File: src/rtl/alu_muldiv_if.sv
// rtl/alu_muldiv_if.sv - start/busy/done handshake and operand/result bundle for alu_muldiv
interface alu_muldiv_if #(
  parameter int WIDTH = 16
);
  logic             start;
  logic [1:0]       mode;
  logic [WIDTH-1:0] op_hi;
  logic [WIDTH-1:0] op_lo;
  logic [WIDTH-1:0] op2;
  logic [11:0]      flags;
  logic             busy;
  logic             done;
  logic             fault;
  logic [WIDTH-1:0] res_hi;
  logic [WIDTH-1:0] res_lo;
  logic [11:0]      flags_o;

  modport master (
    output start, mode, op_hi, op_lo, op2, flags,
    input  busy, done, fault, res_hi, res_lo, flags_o
  );

  modport slave (
    input  start, mode, op_hi, op_lo, op2, flags,
    output busy, done, fault, res_hi, res_lo, flags_o
  );
endinterface

File: src/rtl/alu_muldiv.sv
// rtl/alu_muldiv.sv - sequential MUL/IMUL/DIV/IDIV unit with 8086-style flags and divide fault
module alu_muldiv #(
  parameter int WIDTH = 16
) (
  input  logic         clock,
  input  logic         reset,
  alu_muldiv_if.slave  bus
);

  localparam int         CW     = $clog2(WIDTH) + 1;
  localparam logic [1:0] M_IDIV = 2'd3;

  typedef enum logic [2:0] {S_IDLE, S_PREP, S_RUN, S_FIX, S_DONE} state_t;

  state_t           state_q, state_d;
  logic [1:0]       mode_q, mode_d;
  logic [WIDTH:0]   acc_q, acc_d;      // product high / partial remainder (extra bit holds carry)
  logic [WIDTH-1:0] ql_q, ql_d;        // multiplier-product low / dividend-quotient low
  logic [WIDTH-1:0] b_q, b_d;          // multiplicand / divisor magnitude
  logic [CW-1:0]    cnt_q, cnt_d;
  logic             qneg_q, qneg_d;
  logic             rneg_q, rneg_d;
  logic             pfault_q, pfault_d;
  logic [11:0]      flags_in_q, flags_in_d;
  logic             busy_q, busy_d;
  logic             done_q, done_d;
  logic             fault_q, fault_d;
  logic [WIDTH-1:0] res_hi_q, res_hi_d;
  logic [WIDTH-1:0] res_lo_q, res_lo_d;
  logic [11:0]      flags_o_q, flags_o_d;

  logic [2*WIDTH-1:0] dvd, mag_dvd, prod, prod_fin;
  logic [WIDTH-1:0]   mag_b, q_fin, r_fin;
  logic [WIDTH:0]     sh, sum;
  logic               neg_a, neg_b, ge, ovf, cflag;
  logic [11:0]        f_new;

  // Next-state and datapath: operand latch, sign stripping, iterate, sign fix-up, commit
  always_comb begin
    state_d    = state_q;
    mode_d     = mode_q;
    acc_d      = acc_q;
    ql_d       = ql_q;
    b_d        = b_q;
    cnt_d      = cnt_q;
    qneg_d     = qneg_q;
    rneg_d     = rneg_q;
    pfault_d   = pfault_q;
    flags_in_d = flags_in_q;
    busy_d     = busy_q;
    done_d     = 1'b0;
    fault_d    = 1'b0;
    res_hi_d   = res_hi_q;
    res_lo_d   = res_lo_q;
    flags_o_d  = flags_o_q;
    dvd        = '0;
    mag_dvd    = '0;
    prod       = '0;
    prod_fin   = '0;
    mag_b      = '0;
    q_fin      = '0;
    r_fin      = '0;
    sh         = '0;
    sum        = '0;
    neg_a      = 1'b0;
    neg_b      = 1'b0;
    ge         = 1'b0;
    ovf        = 1'b0;
    cflag      = 1'b0;
    f_new      = flags_in_q;

    case (state_q)
      S_IDLE: begin
        if (bus.start) begin
          mode_d     = bus.mode;
          acc_d      = {1'b0, bus.op_hi};
          ql_d       = bus.op_lo;
          b_d        = bus.op2;
          flags_in_d = bus.flags;
          busy_d     = 1'b1;
          state_d    = S_PREP;
        end
      end

      S_PREP: begin
        neg_b = mode_q[0] & b_q[WIDTH-1];
        mag_b = neg_b ? -b_q : b_q;
        if (mode_q[1]) begin
          dvd      = {acc_q[WIDTH-1:0], ql_q};
          neg_a    = mode_q[0] & acc_q[WIDTH-1];
          mag_dvd  = neg_a ? -dvd : dvd;
          acc_d    = {1'b0, mag_dvd[2*WIDTH-1:WIDTH]};
          ql_d     = mag_dvd[WIDTH-1:0];
          rneg_d   = neg_a;
          // A high half not below the divisor means the quotient cannot fit in WIDTH bits
          pfault_d = (b_q == '0) | (mag_dvd[2*WIDTH-1:WIDTH] >= mag_b);
        end else begin
          neg_a    = mode_q[0] & ql_q[WIDTH-1];
          acc_d    = '0;
          ql_d     = neg_a ? -ql_q : ql_q;
          rneg_d   = 1'b0;
          pfault_d = 1'b0;
        end
        qneg_d  = neg_a ^ neg_b;
        b_d     = mag_b;
        cnt_d   = CW'(WIDTH - 1);
        state_d = S_RUN;
      end

      S_RUN: begin
        if (mode_q[1]) begin
          sh    = {acc_q[WIDTH-1:0], ql_q[WIDTH-1]};
          ge    = (sh >= {1'b0, b_q});
          acc_d = ge ? (sh - {1'b0, b_q}) : sh;
          ql_d  = {ql_q[WIDTH-2:0], ge};
        end else begin
          sum   = acc_q + {1'b0, (ql_q[0] ? b_q : {WIDTH{1'b0}})};
          acc_d = {1'b0, sum[WIDTH:1]};
          ql_d  = {sum[0], ql_q[WIDTH-1:1]};
        end
        if (cnt_q == '0) begin
          state_d = S_FIX;
        end else begin
          cnt_d = cnt_q - CW'(1);
        end
      end

      S_FIX: begin
        prod     = {acc_q[WIDTH-1:0], ql_q};
        prod_fin = qneg_q ? -prod : prod;
        q_fin    = qneg_q ? -ql_q : ql_q;
        r_fin    = rneg_q ? -acc_q[WIDTH-1:0] : acc_q[WIDTH-1:0];
        // Quotient magnitude with the top bit set is out of signed range, including -2^(WIDTH-1)
        ovf      = pfault_q | ((mode_q == M_IDIV) & ql_q[WIDTH-1]);
        f_new[1] = 1'b1;
        f_new[3] = 1'b0;
        f_new[5] = 1'b0;
        if (!mode_q[1]) begin
          cflag     = mode_q[0] ? (prod_fin[2*WIDTH-1:WIDTH] != {WIDTH{prod_fin[WIDTH-1]}})
                                : (prod_fin[2*WIDTH-1:WIDTH] != '0);
          f_new[0]  = cflag;
          f_new[11] = cflag;
        end
        if (!ovf) begin
          res_hi_d  = mode_q[1] ? r_fin : prod_fin[2*WIDTH-1:WIDTH];
          res_lo_d  = mode_q[1] ? q_fin : prod_fin[WIDTH-1:0];
          flags_o_d = f_new;
        end
        fault_d = ovf;
        done_d  = 1'b1;
        busy_d  = 1'b0;
        state_d = S_DONE;
      end

      S_DONE: begin
        state_d = S_IDLE;
      end

      default: begin
        state_d = S_IDLE;
        busy_d  = 1'b0;
      end
    endcase
  end

  // State and registered outputs; reset aborts any operation in flight
  always_ff @(posedge clock or posedge reset) begin
    if (reset) begin
      state_q    <= S_IDLE;
      mode_q     <= '0;
      acc_q      <= '0;
      ql_q       <= '0;
      b_q        <= '0;
      cnt_q      <= '0;
      qneg_q     <= 1'b0;
      rneg_q     <= 1'b0;
      pfault_q   <= 1'b0;
      flags_in_q <= '0;
      busy_q     <= 1'b0;
      done_q     <= 1'b0;
      fault_q    <= 1'b0;
      res_hi_q   <= '0;
      res_lo_q   <= '0;
      flags_o_q  <= '0;
    end else begin
      state_q    <= state_d;
      mode_q     <= mode_d;
      acc_q      <= acc_d;
      ql_q       <= ql_d;
      b_q        <= b_d;
      cnt_q      <= cnt_d;
      qneg_q     <= qneg_d;
      rneg_q     <= rneg_d;
      pfault_q   <= pfault_d;
      flags_in_q <= flags_in_d;
      busy_q     <= busy_d;
      done_q     <= done_d;
      fault_q    <= fault_d;
      res_hi_q   <= res_hi_d;
      res_lo_q   <= res_lo_d;
      flags_o_q  <= flags_o_d;
    end
  end

  assign bus.busy    = busy_q;
  assign bus.done    = done_q;
  assign bus.fault   = fault_q;
  assign bus.res_hi  = res_hi_q;
  assign bus.res_lo  = res_lo_q;
  assign bus.flags_o = flags_o_q;

endmodule

File: src/flat_wrapper.sv
// flat-port wrapper written by rule: the top's interface ports become plain ports
module alu_muldiv_flat 
#(
  parameter int WIDTH = 16
)
  (clock, reset, bus_start, bus_mode, bus_op_hi, bus_op_lo, bus_op2, bus_flags, bus_busy, bus_done, bus_fault, bus_res_hi, bus_res_lo, bus_flags_o);
  alu_muldiv_if #(.WIDTH(WIDTH)) bus_i ();
  input  logic clock;
  input  logic reset;
  input wire logic [$bits(bus_i.start)-1:0] bus_start;
  input wire logic [$bits(bus_i.mode)-1:0] bus_mode;
  input wire logic [$bits(bus_i.op_hi)-1:0] bus_op_hi;
  input wire logic [$bits(bus_i.op_lo)-1:0] bus_op_lo;
  input wire logic [$bits(bus_i.op2)-1:0] bus_op2;
  input wire logic [$bits(bus_i.flags)-1:0] bus_flags;
  output wire logic [$bits(bus_i.busy)-1:0] bus_busy;
  output wire logic [$bits(bus_i.done)-1:0] bus_done;
  output wire logic [$bits(bus_i.fault)-1:0] bus_fault;
  output wire logic [$bits(bus_i.res_hi)-1:0] bus_res_hi;
  output wire logic [$bits(bus_i.res_lo)-1:0] bus_res_lo;
  output wire logic [$bits(bus_i.flags_o)-1:0] bus_flags_o;
  assign bus_i.start = bus_start;
  assign bus_i.mode = bus_mode;
  assign bus_i.op_hi = bus_op_hi;
  assign bus_i.op_lo = bus_op_lo;
  assign bus_i.op2 = bus_op2;
  assign bus_i.flags = bus_flags;
  assign bus_busy = bus_i.busy;
  assign bus_done = bus_i.done;
  assign bus_fault = bus_i.fault;
  assign bus_res_hi = bus_i.res_hi;
  assign bus_res_lo = bus_i.res_lo;
  assign bus_flags_o = bus_i.flags_o;
  alu_muldiv #(.WIDTH(WIDTH)) u_core (.clock(clock), .reset(reset), .bus(bus_i));
endmodule
File: config.mk
export PLATFORM = sky130hd
export DESIGN_NAME = alu_muldiv_flat
export DESIGN_NICKNAME = d
export VERILOG_FILES = /design/src/rtl/alu_muldiv_if.sv /design/src/rtl/alu_muldiv.sv /design/src/flat_wrapper.sv
export SDC_FILE = /design/constraint.sdc
export NUM_CORES = 1
export LEC_CHECK = 0
export BUFFER_PORTS_ARGS = -buffer_cell sky130_fd_sc_hd__buf_2
export CAP_MARGIN = 15
export CORE_MARGIN = 5
export CORE_UTILIZATION = 60
export DETAILED_ROUTE_END_ITERATION = 12
export GPL_ROUTABILITY_DRIVEN = 0
export GPL_TIMING_DRIVEN = 1
export PLACE_DENSITY_LB_ADDON = 0.15
export SLEW_MARGIN = 20
export SYNTH_ARGS = -nofsm -noshare
export SYNTH_HDL_FRONTEND = slang
export SYNTH_SLANG_ARGS = --single-unit
File: constraint.sdc
create_clock -name clock -period 5.9 [get_ports clock]
set_input_delay 1.18 -clock clock [delete_from_list [all_inputs] [get_ports clock]]
set_output_delay 1.18 -clock clock [all_outputs]
set_load 0.01 [all_outputs]
==> metrics <==
Cell Area, Placed=10100 um2; biggest area consumer among synthesized cells=dfrtp_1; Max Root-Sink Buffers=2; Avg Vias per Cell=6.34; Final period util=0.763; Worst EP required=between 6 and 7 ns; Area growth syn-to-layout=12.1%; Pwr Total=about 7.7 mW; worst path arrival time=4.81 ns; part of the power in combinational logic=0.631; DR iter-0 viols=1162; dpl cells=1405; total gr overflow=0; Commonest cells post-synth=o21ai_0 (120), dfrtp_1 (116), nand2_1 (113); clock network power share=0.140; Seq pwr share=0.229; post-CTS setup buffer count=0; Final Hold Fails=0; top cell type's share of synthesized area=0.305; Hold Crit Class=flip-flop to flip-flop; CTS buffer count=17; Post-synth top flop=dfrtp_1; via count=just over 9000; pre-CTS WS=1.49 ns; vias in the first global route=8611; root buf cell=clkbuf_16; number of detailed-route iterations in the first pass=6; antenna violations before repair=0; post-synth cell types=between 70 and 80; Setup CP Type=flip-flop to flip-flop; final design utilization=0.680; Initial Utilization=0.606; final setup vio count=0; setup TNS=0 ns; clk sinks=116; largest fanout on the critical path=17; Area contributors post-synth=dfrtp_1 (30%), ha_1 (7.0%), o21ai_0 (6.3%); Residual DRC=0; Post-Syn Area=9530 um2; clk_skew=around 0.010 ns; Rows=46; Top Ports=112; layout cells sized above 1=0.177; CTS hold repair buffers=0; synthesized area per cell=between 8 and 9 um2; Max Cap Viol=0; wire length per cell=19.2 um; RSZ-0062 raised after global routing=no; WL final=27500 um; TritonCTS clock tree=built; Switching Share=0.499; VDD IR max=between 0.0003 and 0.0004 V; Final #Nets=approximately 1300; die area=~18000 um2; Synth warnings=0; Finished Cell Area=roughly 11000 um2; Worst slew margin=0.274; Gate Count Post-Synth=1156; Clk pin slew, worst setup/hold paths=0.06 ns; FMAX=roughly 220 MHz; number of flops mapped to enable cells by yosys=0; final hold slack=roughly 0.46 ns; first-pass GRT wire length=44200 um; LEAKAGE=4.61 nW; Worst-Margin Slew=1.09 ns; register area share after synthesis=0.305; clock period minus worst slack=4.50 ns; status=finished, final reports clean; worst setup margin=1.40 ns; internal power=3.85 mW; Detailed Place HPWL=slightly below 20000 um; CP Capture Type=flip-flop; Buffers on Ports=106; Post-CTS Resized=0; Die W=roughly 140 um; FF+latch count, synth=116; Slew Limit Fails=0; most frequent cell after synthesis=o21ai_0; Antenna Nets Post-Route=0; final cell count without fillers=1437; Sw Pwr=slightly below 4 mW; largest net degree at the start of global routing=79; Global Route Usage Sum=0.301; Die Y=136 um; Core Region=15700 um2; Async SR Flop Fraction=1.00; CTS H-tree lvls=4; Pwr Density=between 700 and 800 nW/um2; CP Launch Type=flip-flop; clk_lat worst skew=0.43 ns; # diodes=0
cell type report:
| cell class | count | area [um2] |
|---|---|---|
| fill | 1370 | 5030 |
| clock inverter | 14 | 166 |
| timing repair buffer | 118 | 621 |
| multi-input combinational | 917 | 6130 |
| sequential | 116 | 2900 |
| clock buffer | 18 | 439 |
| inverter | 38 | 148 |
| tap | 216 | 270 |
path summary, 6_finish.rpt:
path                            depth (start not counted)                    end                  start  slack, ns
worst max-delay path                                   16        u_core.pfault_q         u_core.ql_q[0]       1.40
worst min-delay path                                    1  u_core.bus.flags_o[1]  u_core.bus.flags_o[1]       0.46
worst max register to register                         16        u_core.pfault_q         u_core.ql_q[0]       1.40
worst min register to register                          1  u_core.bus.flags_o[1]  u_core.bus.flags_o[1]       0.46
max in group asynchronous                               3          u_core.b_q[5]                  reset       4.09
min in group asynchronous                               2  u_core.flags_in_q[11]                  reset       0.87
placed cells by master, fill, tap and decap left out, drive strengths merged, types with 10 or more instances in the layout:
cell    count
mux2i      13
buf       118
clkbuf     18
o21ai     124
or4        10
xnor2      63
and2       10
nand3      21
nand2b     17
mux2       34
dfrtp     116
a21o       18
inv        43
o211ai     16
nor2       99
o22ai      19
ha         53
a221oi     17
nor3       47
a211oi     10
nand4      10
xor2       37
nand2     113
a21oi      57
metal layers:
metal / vias to the layer above / wire [um] / track usage
met5: - / 0 / 0
met4: 0 / 1140 / 0.135
met3: 92 / 2450 / 0.0526
met2: 490 / 12400 / 0.473
met1: 4231 / 11600 / 0.408
li1: 4293 / - / -
sequential cells by signal, summed over array words and instances (netlist names):
name and count:
u_core.bus.fault 1, u_core.flags_in_q 9, u_core.rneg_q 1, u_core.pfault_q 1
u_core.state_q 3, u_core.bus.res_lo 16, u_core.cnt_q 5, u_core.bus.flags_o 10
u_core.bus.done 1, u_core.qneg_q 1, u_core.mode_q 2, u_core.acc_q 17
u_core.ql_q 16, u_core.bus.busy 1, u_core.bus.res_hi 16, u_core.b_q 16
worst max-delay path: stages, from the launching register on:
cell	delay (ns)
dfrtp_1	0.44
clkinv_1	0.32
ha_1	0.33
or4b_4	0.59
nor4_4	0.44
nor2_1	0.12
xnor2_1	0.36
ha_1	0.30
nand2b_1	0.14
a21o_1	0.17
a21o_1	0.17
a21o_1	0.17
a21o_1	0.19
a2111oi_0	0.38
o21ai_0	0.13
nand3_1	0.10
nand2_1	0.05
power by group through the flow:
| stage | Clock (mW) | Sequential [mW] | Combinational, mW |
|---|---|---|---|
| floorplan | 0 | 1.46 | 3.85 |
| global placement | 0 | 1.73 | 4.62 |
| detailed placement | 0 | 1.75 | 4.72 |
| CTS | 1.08 | 1.74 | 4.76 |
| global route | 1.13 | 1.82 | 5.35 |
| finish | 1.08 | 1.76 | 4.85 |
cells by family (layout without fill, tap and decap cells):
family | count (synthesis) | after routing | share of synthesized area
xor gates and xnor gates | 100 | 100 | 0.0919
other | 1 | 2 | 0.000394
adders and majority gates | 55 | 55 | 0.0738
DFF | 116 | 116 | 0.305
and+or+nand+nor | 375 | 375 | 0.196
muxes | 47 | 47 | 0.0538
AOI/OAI and AO/OA | 338 | 338 | 0.226
buffers and inverters | 124 | 188 | 0.0531
Note: power is estimated with default switching activity, not from simulation.
